`config.mk`:
```
export PLATFORM = sky130hd
export DESIGN_NAME = imem_loader_flat
export DESIGN_NICKNAME = d
export VERILOG_FILES = /design/src/rtl/imem_loader_if.sv /design/src/rtl/imem_loader.sv /design/src/flat_wrapper.sv
export SDC_FILE = /design/constraint.sdc
export NUM_CORES = 1
export LEC_CHECK = 0
export BUFFER_PORTS_ARGS = -buffer_cell sky130_fd_sc_hd__buf_2
export CORE_AREA = 2 2 99 196
export CTS_BUF_LIST = sky130_fd_sc_hd__clkbuf_8
export DETAILED_ROUTE_END_ITERATION = 10
export DIE_AREA = 0 0 101 198
export REMOVE_ABC_BUFFERS = 1
export SYNTH_ARGS = -nofsm -noshare
export SYNTH_HDL_FRONTEND = slang
export SYNTH_SLANG_ARGS = --single-unit
```
`constraint.sdc`:
```
create_clock -name clk -period 5.7 [get_ports clk]
set_input_delay 0.285 -clock clk [delete_from_list [all_inputs] [get_ports clk]]
set_output_delay 0.285 -clock clk [all_outputs]
set_load 0.05 [all_outputs]
```
`src/rtl/imem_loader_if.sv`:
```
// Bus bundle between a byte-stream/boot controller and the instruction-memory loader.
// The master side drives the start request and byte stream; the slave side is the
// loader, which drives the byte handshake, the memory write port and the status flags.
interface imem_loader_if #(
    parameter int CNT_W = 10
);
    logic             start;
    logic [CNT_W-1:0] word_count;
    logic             byte_valid;
    logic [7:0]       byte_data;
    logic             byte_ready;
    logic             imem_we;
    logic [31:0]      imem_addr;
    logic [31:0]      imem_wd;
    logic             core_hold;
    logic             done;
    logic             err;

    modport master (
        output start,
        output word_count,
        output byte_valid,
        output byte_data,
        input  byte_ready,
        input  imem_we,
        input  imem_addr,
        input  imem_wd,
        input  core_hold,
        input  done,
        input  err
    );

    modport slave (
        input  start,
        input  word_count,
        input  byte_valid,
        input  byte_data,
        output byte_ready,
        output imem_we,
        output imem_addr,
        output imem_wd,
        output core_hold,
        output done,
        output err
    );
endinterface

```
`src/rtl/imem_loader.sv`:
```
// Instruction-memory loader: assembles a little-endian byte stream into 32-bit
// words, writes them to consecutive addresses starting at BASE_ADDR, then checks
// a trailing XOR checksum byte. The core is held in reset while a load is running.
// All outputs are registers so they are glitch-free and clear immediately on reset.
module imem_loader #(
    parameter logic [31:0] BASE_ADDR = 32'h0000_0000,
    parameter int          CNT_W     = 10
) (
    input  logic         clk,
    input  logic         rst,
    imem_loader_if.slave bus
);

    typedef enum logic [2:0] {
        ST_IDLE  = 3'd0,
        ST_LOAD  = 3'd1,
        ST_WRITE = 3'd2,
        ST_CHECK = 3'd3,
        ST_DONE  = 3'd4
    } state_t;

    localparam logic [CNT_W-1:0] CNT_ZERO = {CNT_W{1'b0}};
    localparam logic [CNT_W-1:0] CNT_ONE  = {{(CNT_W-1){1'b0}}, 1'b1};

    // Running 8-bit XOR checksum over every payload byte.
    function automatic logic [7:0] csum_update(input logic [7:0] acc, input logic [7:0] b);
        return acc ^ b;
    endfunction

    state_t           state_q;
    logic [CNT_W-1:0] count_q;
    logic [CNT_W-1:0] word_cnt_q;
    logic [1:0]       byte_idx_q;
    logic [7:0]       csum_q;
    logic [31:0]      word_q;
    logic [31:0]      addr_q;
    logic             byte_ready_q;
    logic             imem_we_q;
    logic [31:0]      imem_addr_q;
    logic [31:0]      imem_wd_q;
    logic             core_hold_q;
    logic             done_q;
    logic             err_q;

    logic             xfer_d;
    logic [31:0]      word_d;
    logic [7:0]       csum_d;
    logic [CNT_W-1:0] word_cnt_inc_d;

    // Handshake qualifier, next checksum and next word counter value.
    always_comb begin
        xfer_d         = bus.byte_valid & byte_ready_q;
        csum_d         = csum_update(csum_q, bus.byte_data);
        word_cnt_inc_d = word_cnt_q + CNT_ONE;
    end

    // Drop the incoming byte into its little-endian lane of the word being assembled.
    always_comb begin
        word_d = word_q;
        case (byte_idx_q)
            2'd0:    word_d[7:0]   = bus.byte_data;
            2'd1:    word_d[15:8]  = bus.byte_data;
            2'd2:    word_d[23:16] = bus.byte_data;
            2'd3:    word_d[31:24] = bus.byte_data;
            default: word_d        = word_q;
        endcase
    end

    // Loader FSM with all datapath state and registered outputs.
    always_ff @(posedge clk or negedge rst) begin
        if (!rst) begin
            state_q      <= ST_IDLE;
            count_q      <= CNT_ZERO;
            word_cnt_q   <= CNT_ZERO;
            byte_idx_q   <= 2'd0;
            csum_q       <= 8'h00;
            word_q       <= 32'h0000_0000;
            addr_q       <= BASE_ADDR;
            byte_ready_q <= 1'b0;
            imem_we_q    <= 1'b0;
            imem_addr_q  <= BASE_ADDR;
            imem_wd_q    <= 32'h0000_0000;
            core_hold_q  <= 1'b0;
            done_q       <= 1'b0;
            err_q        <= 1'b0;
        end else begin
            case (state_q)
                ST_IDLE: begin
                    done_q    <= 1'b0;
                    imem_we_q <= 1'b0;
                    if (bus.start) begin
                        count_q    <= bus.word_count;
                        word_cnt_q <= CNT_ZERO;
                        byte_idx_q <= 2'd0;
                        csum_q     <= 8'h00;
                        word_q     <= 32'h0000_0000;
                        addr_q     <= BASE_ADDR;
                        err_q      <= 1'b0;
                        if (bus.word_count == CNT_ZERO) begin
                            // Nothing to load: report completion straight away.
                            state_q      <= ST_DONE;
                            done_q       <= 1'b1;
                            byte_ready_q <= 1'b0;
                            core_hold_q  <= 1'b0;
                        end else begin
                            state_q      <= ST_LOAD;
                            byte_ready_q <= 1'b1;
                            core_hold_q  <= 1'b1;
                        end
                    end else begin
                        byte_ready_q <= 1'b0;
                        core_hold_q  <= 1'b0;
                    end
                end

                ST_LOAD: begin
                    if (xfer_d) begin
                        word_q     <= word_d;
                        csum_q     <= csum_d;
                        byte_idx_q <= byte_idx_q + 2'd1;
                        if (byte_idx_q == 2'd3) begin
                            // Word complete: present it to memory for one cycle.
                            state_q      <= ST_WRITE;
                            byte_ready_q <= 1'b0;
                            imem_we_q    <= 1'b1;
                            imem_addr_q  <= addr_q;
                            imem_wd_q    <= word_d;
                        end else begin
                            state_q <= ST_LOAD;
                        end
                    end else begin
                        state_q <= ST_LOAD;
                    end
                end

                ST_WRITE: begin
                    imem_we_q    <= 1'b0;
                    addr_q       <= addr_q + 32'd4;
                    word_cnt_q   <= word_cnt_inc_d;
                    byte_ready_q <= 1'b1;
                    if (word_cnt_inc_d == count_q) begin
                        state_q <= ST_CHECK;
                    end else begin
                        state_q <= ST_LOAD;
                    end
                end

                ST_CHECK: begin
                    if (xfer_d) begin
                        err_q        <= (bus.byte_data != csum_q);
                        state_q      <= ST_DONE;
                        byte_ready_q <= 1'b0;
                        core_hold_q  <= 1'b0;
                        done_q       <= 1'b1;
                    end else begin
                        state_q <= ST_CHECK;
                    end
                end

                ST_DONE: begin
                    // start is deliberately not looked at here.
                    done_q       <= 1'b0;
                    byte_ready_q <= 1'b0;
                    core_hold_q  <= 1'b0;
                    state_q      <= ST_IDLE;
                end

                default: begin
                    state_q      <= ST_IDLE;
                    byte_ready_q <= 1'b0;
                    imem_we_q    <= 1'b0;
                    core_hold_q  <= 1'b0;
                    done_q       <= 1'b0;
                end
            endcase
        end
    end

    assign bus.byte_ready = byte_ready_q;
    assign bus.imem_we    = imem_we_q;
    assign bus.imem_addr  = imem_addr_q;
    assign bus.imem_wd    = imem_wd_q;
    assign bus.core_hold  = core_hold_q;
    assign bus.done       = done_q;
    assign bus.err        = err_q;

endmodule

```
`src/flat_wrapper.sv`:
```
// flat-port wrapper written by rule: the top's interface ports become plain ports
module imem_loader_flat 
#(
    parameter logic [31:0] BASE_ADDR = 32'h0000_0000,
    parameter int          CNT_W     = 10
)
  (clk, rst, bus_start, bus_word_count, bus_byte_valid, bus_byte_data, bus_byte_ready, bus_imem_we, bus_imem_addr, bus_imem_wd, bus_core_hold, bus_done, bus_err);
  imem_loader_if #(.CNT_W(CNT_W)) bus_i ();
  input  logic clk;
  input  logic rst;
  input wire logic [$bits(bus_i.start)-1:0] bus_start;
  input wire logic [$bits(bus_i.word_count)-1:0] bus_word_count;
  input wire logic [$bits(bus_i.byte_valid)-1:0] bus_byte_valid;
  input wire logic [$bits(bus_i.byte_data)-1:0] bus_byte_data;
  output wire logic [$bits(bus_i.byte_ready)-1:0] bus_byte_ready;
  output wire logic [$bits(bus_i.imem_we)-1:0] bus_imem_we;
  output wire logic [$bits(bus_i.imem_addr)-1:0] bus_imem_addr;
  output wire logic [$bits(bus_i.imem_wd)-1:0] bus_imem_wd;
  output wire logic [$bits(bus_i.core_hold)-1:0] bus_core_hold;
  output wire logic [$bits(bus_i.done)-1:0] bus_done;
  output wire logic [$bits(bus_i.err)-1:0] bus_err;
  assign bus_i.start = bus_start;
  assign bus_i.word_count = bus_word_count;
  assign bus_i.byte_valid = bus_byte_valid;
  assign bus_i.byte_data = bus_byte_data;
  assign bus_byte_ready = bus_i.byte_ready;
  assign bus_imem_we = bus_i.imem_we;
  assign bus_imem_addr = bus_i.imem_addr;
  assign bus_imem_wd = bus_i.imem_wd;
  assign bus_core_hold = bus_i.core_hold;
  assign bus_done = bus_i.done;
  assign bus_err = bus_i.err;
  imem_loader #(.BASE_ADDR(BASE_ADDR), .CNT_W(CNT_W)) u_core (.clk(clk), .rst(rst), .bus(bus_i));
endmodule
```
Word level (Yosys, flattened, before mapping)
Index checks and enable logic that the tools add are counted.
{"block": "op_classes", "add_sub_neg": 3, "n_eq_ne": 13, "mux": 40, "bitwise": 4, "reduce_logical": 16}
{"cell": "32-bit one-hot mux with 2 select lines", "n": 2}
{"cell": "32-bit two-way mux", "n": 2}
{"cell": "8-bit two-way mux", "n": 6}
{"cell": "32-bit by 3-bit adder with 32-bit output, second input constant", "n": 1}
{"cell": "10-bit one-hot mux with 2 select lines", "n": 1}
{"cell": "8-bit one-hot mux with 2 select lines", "n": 1}
{"cell": "3-bit AND reduction", "n": 5}
{"cell": "1-bit two-way mux", "n": 12}
{"cell": "3-bit one-hot mux with 4 select lines", "n": 1}
{"cell": "10-bit by 1-bit adder with 10-bit output, second input constant", "n": 1}
{"cell": "10-bit equality test", "n": 1}
{"cell": "10-bit zero test", "n": 1}
{"cell": "10-bit two-way mux", "n": 1}
{"cell": "2-bit two-way mux", "n": 5}
{"cell": "3-bit two-way mux", "n": 3}
{"cell": "8-bit inequality test", "n": 1}
{"cell": "8-bit XOR", "n": 1}
{"cell": "3-bit by 2-bit equality test with 1-bit output, second input constant", "n": 2}
{"cell": "2-bit by 1-bit inequality test with 1-bit output, second input constant", "n": 3}
{"cell": "1-bit one-hot mux with 3 select lines", "n": 2}
{"cell": "2-bit AND reduction", "n": 3}
{"cell": "2-bit nonzero test", "n": 3}
{"cell": "2-bit equality test, second input constant", "n": 2}
{"cell": "1-bit one-hot mux with 2 select lines", "n": 2}
{"cell": "12 further kinds", "n": 14}
{"block": "word_totals", "reg_bits": 166, "out_inout_bits": 69}

Depth between registers and ports, before layout
{"block": "logic_depth", "word_depth": 4, "depth_mapped": 8, "depth_no_buf": 6}

Least setup slack after synthesis
OpenSTA, ideal clock, no wires.
{"block": "synth_timing", "kind": "flip-flop to flip-flop", "startpoint": "reg u_core.byte_ready_q, in the netlist u_core.bus.byte_ready", "endpoint": "reg u_core.imem_addr_q[10], in the netlist u_core.bus.imem_addr[10]", "arrival_time_ns": 2.065, "required_time_ns": 5.575, "slack_ns": 3.511, "stages_incl_launch_ff": 7, "path_buffers": 2, "period_less_slack_ns": 2.189, "cell_sequence": "dfrtp_1 -> nand3_1 -> nor3_2 -> and2_1 -> buf_2 -> buf_2 -> mux2_2"}
{"block": "synth_via", "elab_chain_cells": 2}
{"element": "start: declaration", "line_no": "imem_loader.sv:37", "text": "logic byte_ready_q;"}
{"element": "start signal: assignment", "line_no": "imem_loader.sv:79", "text": "byte_ready_q <= 1'b0;"}
{"element": "start signal: assignment", "line_no": "imem_loader.sv:103", "text": "byte_ready_q <= 1'b0;"}
{"element": "start signal: assignment", "line_no": "imem_loader.sv:107", "text": "byte_ready_q <= 1'b1;"}
{"element": "1-bit bitwise AND", "line_no": "imem_loader.sv:52", "text": "xfer_d = bus.byte_valid & byte_ready_q;"}
{"element": "3-bit AND reduction (no source line)"}
{"element": "end signal: assignment", "line_no": "imem_loader.sv:126", "text": "imem_addr_q <= addr_q;"}
{"element": "end: declaration", "line_no": "imem_loader.sv:39", "text": "logic [31:0] imem_addr_q;"}
No other way between the ends.
A chain may end at the register's enable or synchronous reset.

Worst setup path after layout
{"block": "layout_timing", "startpoint": "reg u_core.state_q[0]", "endpoint": "reg u_core.imem_addr_q[15], in the netlist u_core.bus.imem_addr[15]"}
{"block": "layout_via", "elab_chain_cells": 2}
{"element": "start: declaration", "line_no": "imem_loader.sv:30", "text": "state_t state_q;"}
{"element": "start signal: assignment", "line_no": "imem_loader.sv:72", "text": "state_q <= ST_IDLE;"}
{"element": "start signal: assignment", "line_no": "imem_loader.sv:101", "text": "state_q <= ST_DONE;"}
{"element": "start signal: assignment", "line_no": "imem_loader.sv:106", "text": "state_q <= ST_LOAD;"}
{"element": "3-bit by 1-bit equality test with 1-bit output", "line_no": "imem_loader.sv:87", "text": "case (state_q)"}
{"element": "3-bit AND reduction (no source line)"}
No other way between the ends.

==> metrics.csv <==
stage,metric,value,unit
outcome,status,completed,
global_route,"Remaining Overflow, GRT",0,
critical_path,"delay-heaviest family, CP",simple AND/OR/NAND/NOR gates,
timing,setup repair after global routing missed its margin,false,
timing,Clock Skew,0.0134,ns
drt,final wirelength,16100,um
synthesis,Syn Area/Cell,10.6,um2
drt,remaining antenna violation count,0,
cts,clock-pin slew of the registers on the worst-case setup and hold paths,0.08,ns
timing,period utilization,47.8,%
floorplan,Die Span X,101,um
critical_path,critical path type,flip-flop to flip-flop,
synthesis,Unique masters post-synth,48,
layout,Post-layout nets,761,
global_route,most used routing layer,met2,
drt,Via density,5.45,
floorplan,Initial Utilization,38.0,%
floorplan,I/O Pins,91,
power,Lkg Pwr,3.77,nW
critical_path,nature of the critical path startpoint,flip-flop,
place,GP Congestion,0.812,
global_route,vias in the first global route,5386,
timing,crit path time final,2.72,ns
synthesis,sequential share of the synthesized area,54.3,%
cts,Max clock buf depth,2,
power,Final Power,0.00471,W
power,PwrDens,585,nW/um2
timing,Worst-Margin Slew,1.02,ns
critical_path,Slowest cell on crit path,and2_4,
power,Pint,0.00256,W
power,Max VDD drop,0.250,mV
critical_path,CP max stage delay,0.85,ns
global_route,first-pass GRT wire length,26600,um
power,Sw Share,45.6,%
critical_path,crit-path cells,"nand3_1, nor3_4, buf_4, and2_4, mux2_2",
cts,PostCTS Resize Cnt,0,
drt,drt first pass iters,4,
cts,CTS tree,done,
timing,Slew Limit Fails,0,
global_route,met2 Usage GRT,30.4,%
layout,Post-Layout Cell Count,963,
cts,CTS root buffer,clkbuf_8,
hold_path,Hold Crit Class,input port to flip-flop,
synthesis,Synth Flop Type,dfrtp_1,
drt,# DRC,0,
timing,Rel. slew slack,31.4,%
synthesis,Post-Synthesis Cells,668,
floorplan,Site Rows,71,
critical_path,Crit. End Element,flip-flop,
power,sequential group share of total power,39.9,%
synthesis,synthesized area,7090,um2
timing,Fmax,367,MHz
drt,wire per inst,16.7,um
place,PortBufs,88,
synthesis,yosys warns,0,
cts,CTS Sinks,154,
layout,Layout Area Growth over Synthesis,13.5,%
global_route,global-route usage over all layers,16.8,%
drt,Vias,5252,
floorplan,Core ar.,18700,um2
flow_run,maxcap violations,0,
power,combinational share of power,42.7,%
drt,DRT iter0 DRCs,244,
critical_path,reg-to-reg startpoint,u_core.state_q[0],
global_route,largest net degree at the start of global routing,98,
timing,fin worst setup slack,2.98,ns
critical_path,CP Max Fanout,87,
global_route,met3 usage,3.64,%
place,Setup WS pre-CTS,2.94,ns
hold_path,WHS Path Cells,3,
critical_path,Critical Path Source,u_core.state_q[0],
synthesis,"Async S/R FF share, synth",100,%
cts,# H-tree levels,4,
synthesis,Post-synth EDFFs,0,
synthesis,synthesized flop and latch total,154,
cts,post-CTS setup buffers,0,
power,Switch Pwr,0.00215,W
cts,total CTS buffers,17,
critical_path,Crit. path cell count,5,
timing,final hold vios,0,
layout,Ant. Diodes,0,
critical_path,Buf/Inv on CP,1,
timing,Setup Total Neg Slack,0,ns
floorplan,die height,198,um
critical_path,worst path arrival time,3.07,ns
global_route,M1 GR Usage,18.4,%
place,DP HPWL,11000,um
place,placed instance count,932,
power,Clock Power Share,17.4,%
cts,worst skew pair latency,0.46,ns
layout,share of layout cells above drive strength 1,23.1,%
global_route,initial antenna violation count,0,
floorplan,die area,20000,um2
critical_path,reg2reg path depth,5,
hold_path,Worst Hold Launch,bus_word_count[2],
timing,Setup-failing EPs final,0,
critical_path,worst path required time,6.04,ns
## final timing paths
check / end / slack, ns
max: u_core.bus.imem_addr[15] / 2.98
max in group asynchronous: u_core.bus.imem_wd[25] / 3.92
min: u_core.count_q[2] / 0.04
max reg2reg: u_core.bus.imem_addr[15] / 2.98
min reg2reg: u_core.addr_q[31] / 0.49
min in group asynchronous: u_core.bus.imem_addr[7] / 0.48
## layout make-up
class | count | area, um2
clock buffers | 19 | 262
clock inverters | 11 | 121
fillers | 1803 | 10600
inverters | 12 | 45.0
multi-input cells | 453 | 2990
flip-flops and latches | 154 | 3850
well taps | 219 | 274
repair buffers | 95 | 502
## synthesized netlist by cell type (all sizes together) (10+ instances only)
cell / number / area [um2]
buf: 17 / 100
o21ai: 43 / 215
a32o: 24 / 240
nor2: 44 / 165
mux2i: 42 / 420
mux2: 38 / 428
a21oi: 37 / 185
o31ai: 10 / 75.1
nand3: 21 / 105
inv: 12 / 45.0
nand2: 91 / 342
xnor2: 15 / 131
dfrtp: 154 / 3850
clkbuf: 33 / 124
nand4: 13 / 81.3
## cells by family (layout without fill, tap and decap cells)
family | count (synthesis) | after routing | share of synthesized area, %
AO/OA/AOI/OAI | 133 | 133 | 12.2
XOR/XNOR | 21 | 21 | 2.59
adder cells (fa/ha/maj) | 6 | 6 | 1.06
buffers and inverters | 62 | 137 | 3.79
flip-flops | 154 | 154 | 54.3
multiplexers | 80 | 80 | 12.0
other | 1 | 2 | 0.0529
AND/OR/NAND/NOR | 211 | 211 | 14.0
## metal layers
layer / up-vias / wire, um
li1: 2486 / -
met1: 2619 / 6180
met4: 0 / 449
met5: - / 0
met3: 38 / 480
met2: 109 / 8970
## flip-flops by register name, summed over array words and instances, names as in the netlist, 2 cells and up
name                  cells
u_core.bus.imem_wd       32
u_core.addr_q            30
u_core.bus.imem_addr     30
u_core.word_q            24
u_core.count_q           10
u_core.word_cnt_q        10
u_core.csum_q             8
u_core.state_q            3
u_core.byte_idx_q         2
## power by group through the flow
stage	combinational [W]	clock (W)	sequential [W]
after floorplan	0.000861	0	0.00249
after global placement	0.00198	0	0.00188
after detailed placement	0.00202	0	0.00191
after CTS	0.00203	0.000846	0.00188
after global routing	0.00219	0.000884	0.00194
final	0.00201	0.000820	0.00188
## what timing repair did
| item | in CTS | in global routing |
|---|---|---|
| hold buffers | 1 | 0 |
| endpoints found under the hold margin | 96 | 0 |
| endpoints found under the setup margin | 0 | 0 |
## tightest hold or removal path: cells and delay by family
family	cells	cell delay, ns
and+or+nand+nor	2	0.10
buffers and inverters	1	0.09
## metrics by stage
stage          instance area (um2)  hold slack, ns  util [%]
2_1_floorplan                 6870         -0.0106         -
3_3_place_gp                  7660           0.422      41.0
3_5_place_dp                  7660           0.453      41.0
4_1_cts                       8050          0.0168      43.1
5_1_grt                       8050          0.0174      43.1
6_report                      8050          0.0420      43.1
## layout by cell type, fill, tap and decap left out, drive strengths merged, types with 15 or more instances in the layout
cell type / n
mux2i: 42
dfrtp: 154
o21ai: 43
xnor2: 15
nand3: 21
a21oi: 37
nand2: 91
nor2: 44
clkbuf: 19
mux2: 38
buf: 94
a32o: 24
Power figures use the tool's default switching activity.
